--- src/rtl/sr_pkg.sv ---
// Types shared by the serial link endpoints: the bit-order selector and the
// state encoding of the parallel-in/serial-out transmitter.
package sr_pkg;

  typedef enum logic {
    SHIFT_LEFT  = 1'b0,  // MSB first
    SHIFT_RIGHT = 1'b1   // LSB first
  } SHIFT_OP;

  typedef enum logic {
    IDLE  = 1'b0,
    SHIFT = 1'b1
  } piso_state_e;

endpackage

--- src/rtl/piso_serializer.sv ---
// Parallel-in, serial-out transmitter: takes a WIDTH-bit word over a
// valid/ready handshake and emits it one bit per shift_en cycle.
module piso_serializer
  import sr_pkg::*;
#(
  parameter int WIDTH = 4
) (
  input  logic             clk,
  input  logic             reset,
  input  SHIFT_OP          op,
  input  logic             load_valid,
  input  logic [WIDTH-1:0] load_data,
  output logic             load_ready,
  input  logic             shift_en,
  output logic             shift_out,
  output logic             shift_valid,
  output logic             last,
  output logic             busy
);

  localparam int CW = $clog2(WIDTH);
  localparam logic [CW-1:0] CNT_LOAD = CW'(WIDTH - 1);

  piso_state_e      state_q, state_d;
  logic [WIDTH-1:0] data_q, data_d;
  logic [CW-1:0]    cnt_q, cnt_d;
  SHIFT_OP          op_q, op_d;

  logic is_shift;
  logic is_last;
  logic load_fire;

  assign is_shift  = (state_q == SHIFT);
  assign is_last   = is_shift && (cnt_q == '0);
  // Ready on the final bit lets the next word follow with no idle bubble.
  assign load_ready = !is_shift || (is_last && shift_en);
  assign load_fire  = load_valid && load_ready;

  always_ff @(posedge clk or negedge reset) begin
    if (!reset) begin
      state_q <= IDLE;
      data_q  <= '0;
      cnt_q   <= '0;
      op_q    <= SHIFT_LEFT;
    end else begin
      state_q <= state_d;
      data_q  <= data_d;
      cnt_q   <= cnt_d;
      op_q    <= op_d;
    end
  end

  always_comb begin
    state_d = state_q;
    data_d  = data_q;
    cnt_d   = cnt_q;
    op_d    = op_q;
    if (load_fire) begin
      state_d = SHIFT;
      data_d  = load_data;
      cnt_d   = CNT_LOAD;
      op_d    = op;
    end else if (is_shift && shift_en) begin
      if (cnt_q != '0) begin
        if (op_q == SHIFT_LEFT) begin
          data_d = {data_q[WIDTH-2:0], 1'b0};
        end else begin
          data_d = {1'b0, data_q[WIDTH-1:1]};
        end
        cnt_d = cnt_q - 1'b1;
      end else begin
        state_d = IDLE;
        data_d  = '0;
      end
    end
  end

  assign shift_valid = is_shift;
  assign busy        = is_shift;
  assign last        = is_last;
  assign shift_out   = !is_shift ? 1'b0 :
                       (op_q == SHIFT_LEFT) ? data_q[WIDTH-1] : data_q[0];

endmodule
--- config.mk ---
export PLATFORM = sky130hd
export DESIGN_NAME = piso_serializer
export DESIGN_NICKNAME = d
export VERILOG_FILES = /design/src/rtl/sr_pkg.sv /design/src/rtl/piso_serializer.sv
export SDC_FILE = /design/constraint.sdc
export NUM_CORES = 1
export LEC_CHECK = 0
export CAP_MARGIN = 5
export CORE_AREA = 2 2 39 41
export CTS_CLUSTER_SIZE = 16
export DETAILED_ROUTE_END_ITERATION = 10
export DIE_AREA = 0 0 41 43
export PLACE_DENSITY = 0.71
export SYNTH_ARGS = -nofsm -noshare
export SYNTH_HDL_FRONTEND = slang
export SYNTH_SLANG_ARGS = --single-unit
--- constraint.sdc ---
create_clock -name clk -period 1.9 [get_ports clk]
set_input_delay 0.38 -clock clk [delete_from_list [all_inputs] [get_ports clk]]
set_output_delay 0.38 -clock clk [all_outputs]
set_load 0.02 [all_outputs]
Yosys cells after proc, flatten, opt, wreduce, memory -nomap -nowiden --
Cells that the tools add are included.
Storage, ports and cells: output and inout bits 5, word-level logic and storage cells 30, flip-flop bits (word level) 8, input port bits 9
Cells by class: mux-type cells 12, eq/ne operators 1, reductions and logical operators 12, $add $sub $neg 1
Operator list (count):
- $mux W4 | 4
- $mux W2 | 3
- $reduce_bool A2 Y1 | 3
- $mux W1 | 5
- $logic_and A1 B1 Y1 | 4
- $reduce_and A2 Y1 | 2
- $logic_not A2 Y1 | 1
- $ne A2 B2 Y1 const B | 1
- $sub A2 B1 Y2 const B | 1
- $logic_not A1 Y1 | 1
- $logic_or A1 B1 Y1 | 1

Depth between registers and ports, before layout --
depth after elaboration 7, depth in mapped cells 5, gate-level depth less buffers 5

Worst setup path after synthesis --
OpenSTA, ideal clock, no wires.
path type register -> register, start register cnt_q[0], end register op_q, required time 1.775 ns, library setup time 0.125 ns, arrival time 1.340 ns, clock period less this slack 1.465 ns, cell stages (with the launch flop) 6, setup slack 0.435 ns, path buffers 0, path through dfrtp_1 > inv_1 > ha_1 > a21bo_2 > nand2_1 > mux2_2
Between the ends: longest elaborated chain between the ends 5
Ends and longest elaborated chain:
- start, declared | line piso_serializer.sv:26 | logic [CW-1:0] cnt_q, cnt_d;
- start signal, assigned | line piso_serializer.sv:48 | cnt_q <= cnt_d;
- $logic_not A2 Y1 | line piso_serializer.sv:34 | assign is_last = is_shift && (cnt_q == '0);
- $logic_and A1 B1 Y1 | line piso_serializer.sv:34
- $logic_and A1 B1 Y1 | line piso_serializer.sv:36 | assign load_ready = !is_shift || (is_last && shift_en);
- $logic_or A1 B1 Y1 | line piso_serializer.sv:36
- named net load_ready | line piso_serializer.sv:13 | output logic load_ready,
- $logic_and A1 B1 Y1 | line piso_serializer.sv:37 | assign load_fire = load_valid && load_ready;
- end signal, assigned | line piso_serializer.sv:49 | op_q <= op_d;
- end, declared | line piso_serializer.sv:27 | SHIFT_OP op_q, op_d;
The timed path passes the listed nets, and every way through them passes these cells. A chain may end at the register's enable or synchronous reset.

Final worst setup path --
start register cnt_q[0], end output load_ready
Between the ends: longest elaborated chain between the ends 4
Ends and longest elaborated chain (line):
- $logic_not A2 Y1 | piso_serializer.sv:34
- $logic_and A1 B1 Y1 | piso_serializer.sv:34
- $logic_and A1 B1 Y1 | piso_serializer.sv:36
- $logic_or A1 B1 Y1 | piso_serializer.sv:36
- end, declared | piso_serializer.sv:13
No other way between the ends.

==> run metrics <==
status=complete, no violations; Non-Filler Instances=86; Die Span Y=43 um; Total Routing Usage GR=0.150; Clock Latency Late Sink=0.25 ns; RSZ-0062 raised after global routing=no; grt ovf=0; NetSw=0.352 mW; P_leak=0.329 nW; total power=0.966 mW; max-cap viol count=0; Mapped Area=494 sq um; compound-gate portion of the synthesized area=0.180; WL/cell=12.6 um; Sw Ratio=0.364; Yosys top cell by area=dfrtp_1; worst reg2reg setup slack=0.31 ns; slowest CP cell=dfrtp_1; Setup WS post-layout=0.0820 ns; Max-slew headroom=0.752; CP Cell Sequence=inv_1 -> ha_1 -> a21bo_2 -> dlygate4sd2_1; post-synthesis mux area share=0.106; critical path type=reg -> out; CTS Buffer Depth=2; starting density of the core=0.357; placed instance count=80; Final Cycle Share=0.957; port buffer count=13; CP Launch Type=register; Worst Path Arrival=1.44 ns; Main synth FF type=dfrtp_1; syn_area_per_cell=10.1 sq um; vias post-DR=437; final setup fails=0; Detailed Route WL=1.08 mm; Post-CTS Hold Buffers=0; met1 GRT Util=0.203; Cell variety after synth=24; CP Capture Type=primary output; largest net degree at the start of global routing=13; fin. max-slew vios=0; Root Buffer=clkbuf_4; Max FO, Critical Path=4; Simple-Gate Fraction of Synth Area=0.208; n_diodes=0; drt drc=0; Die Wd=41 um; post-synthesis sequential area ratio=0.405; final hold vios=0; Post-Syn Instances=49; largest family of logic cells by synthesized area=simple AND/OR/NAND/NOR gates; Placer Congestion=0.892; cts bufs inserted=3; global-route met3 utilization=0.0314; Hold Path Class=in -> async; vias per cell=5.08; worst clock skew=0.00113 ns; Crit Reg-Reg Startpoint=cnt_q[0]$_DFFE_PN0P_; PwrDens=1380 nW/um^2; nets=82; clk slew on worst S/H paths=0.06 ns; die area=1760 sq um; row cnt=14; number of global-route vias before repair=398; Gate power share=0.538; dpl hpwl=819 um; Worst EP required=1.52 ns; CTS Sinks=8; cell-internal power=0.614 mW; I/O pins=14; share of layout cells above drive strength 1=0.229; layout overhead on the synthesized area=42.0%; met2 global-route usage=0.216; Synth Area in XOR/XNOR=0; Seq pwr share=0.327; syn_nets=59; Worst R2R End=data_q[3]$_DFFE_PN0P_; most used routing layer=met2; CTS H-tree lvls=1; drt initial violations=5; Least-Margin Pin Slew=0.370 ns; core area=1380 sq um; Synth top area share=0.405; Routed Antenna Nets=0; initial antenna violation count=0; first-pass GRT wire length=1.75 mm; adder-cell area share of the yosys netlist=0.0253; Clk network pwr share=0.136; register bit count reported by yosys=8; synth top area cells=dfrtp_1, mux2i_1, a31oi_1; async set-reset flop share out of synthesis=1.00; First-pass DRT Iterations=4; Peak VDD IR=0.593 mV; Yosys Warn Count=0; EDFF count, synth=0; R2R depth=6; DP Worst Slack=-0.0891 ns; fin crit period=1.82 ns; CTS tree=yes; Fmax=550 MHz; slowest stage delay, CP=0.37 ns
-- through the flow --
step	cell area [sq um]	setup TNS [ns]	util	hold WS (ns)
6_report	702	0	0.507	0.408
3_3_place_gp	656	-0.0909	0.474	0.532
5_1_grt	702	0	0.507	0.419
4_1_cts	677	0	0.489	0.408
2_1_floorplan	494	0	-	0.0844
3_5_place_dp	656	-0.0891	0.474	0.524
-- routing by layer --
layer | vias up | part of all wire
met5 | - | 0
met2 | 10 | 0.51
li1 | 224 | -
met1 | 203 | 0.48
met4 | 0 | 0
met3 | 0 | 0.016
-- cells in the final DEF (no fill, tap or decap), types with 2 or more instances in the layout --
master	n
or3_1	2
clkbuf_4	3
mux2_2	2
nor2b_1	2
buf_4	8
mux2i_1	3
a31oi_1	4
a2bb2oi_1	2
o21ai_0	2
clkdlybuf4s50_1	10
nand3b_1	3
dfrtp_1	7
nand3_1	2
dlygate4sd2_1	2
inv_1	3
and3_1	2
nor2_1	2
-- cell usage after synthesis, types with 2 or more instances --
library cell / count
a31oi_1: 4
o21ai_0: 2
dfrtp_1: 8
mux2i_1: 3
nand3b_1: 3
or3_1: 2
and3_1: 2
nand3_1: 2
buf_4: 2
a2bb2oi_1: 2
nor2_1: 2
mux2_2: 2
nor2b_1: 2
inv_1: 3
-- worst max-delay path, delay by kind of cell (launching register included) --
family | cells | cell delay (ns)
adder cells (fa/ha/maj) | 1 | 0.21
AO/OA/AOI/OAI | 1 | 0.22
buffers and inverters | 2 | 0.37
flip-flops | 1 | 0.37
-- state kept, by name, indices dropped and copies added, names as in the netlist --
name,flops
busy,1
op_q,1
data_q,4
cnt_q,2
-- power by group through the flow --
| stage | Clock (mW) | Sequential [mW] | Combinational [mW] |
|---|---|---|---|
| 6_report | 0.131 | 0.316 | 0.519 |
| 5_1_grt | 0.146 | 0.330 | 0.576 |
| 2_1_floorplan | 0 | 0.299 | 0.368 |
| 3_5_place_dp | 0 | 0.321 | 0.518 |
| 4_1_cts | 0.139 | 0.319 | 0.511 |
| 3_3_place_gp | 0 | 0.320 | 0.503 |
-- cell type report --
type / instances / area, sq um
sequential: 8 / 201
multi-input combinational: 35 / 256
inverter: 3 / 11.3
clock buffer: 3 / 22.5
fill: 129 / 682
timing repair buffer: 21 / 190
tap: 16 / 20.0
-- repair_timing --
| item | in CTS | in global routing |
|---|---|---|
| endpoints found under the setup margin | 3 | 1 |
| buffers inserted | 0 | 3 |
| resized for setup | 3 | 1 |
| endpoints found under the hold margin | 0 | 0 |
-- cell families after synthesis --
logic type | count (synthesis)
simple gates | 17
compound gates | 12
flops | 8
buf+inv | 6
mux | 5
fa+ha+maj | 1
-- worst max path at each step --
stage,from,to,slack (ns),cells after the start
6_report,cnt_q[0]$_DFFE_PN0P_,load_ready,0.08,4
2_1_floorplan,cnt_q[0]$_DFFE_PN0P_,op_q$_DFFE_PN0P_,0.44,5
3_3_place_gp,shift_en,load_ready,-0.09,3
3_5_place_dp,shift_en,load_ready,-0.09,3
4_1_cts,busy$_DFFE_PN0P_,shift_out,0.01,2
5_1_grt,cnt_q[0]$_DFFE_PN0P_,load_ready,0.03,4
No activity file was read; power rests on OpenSTA's default activity.
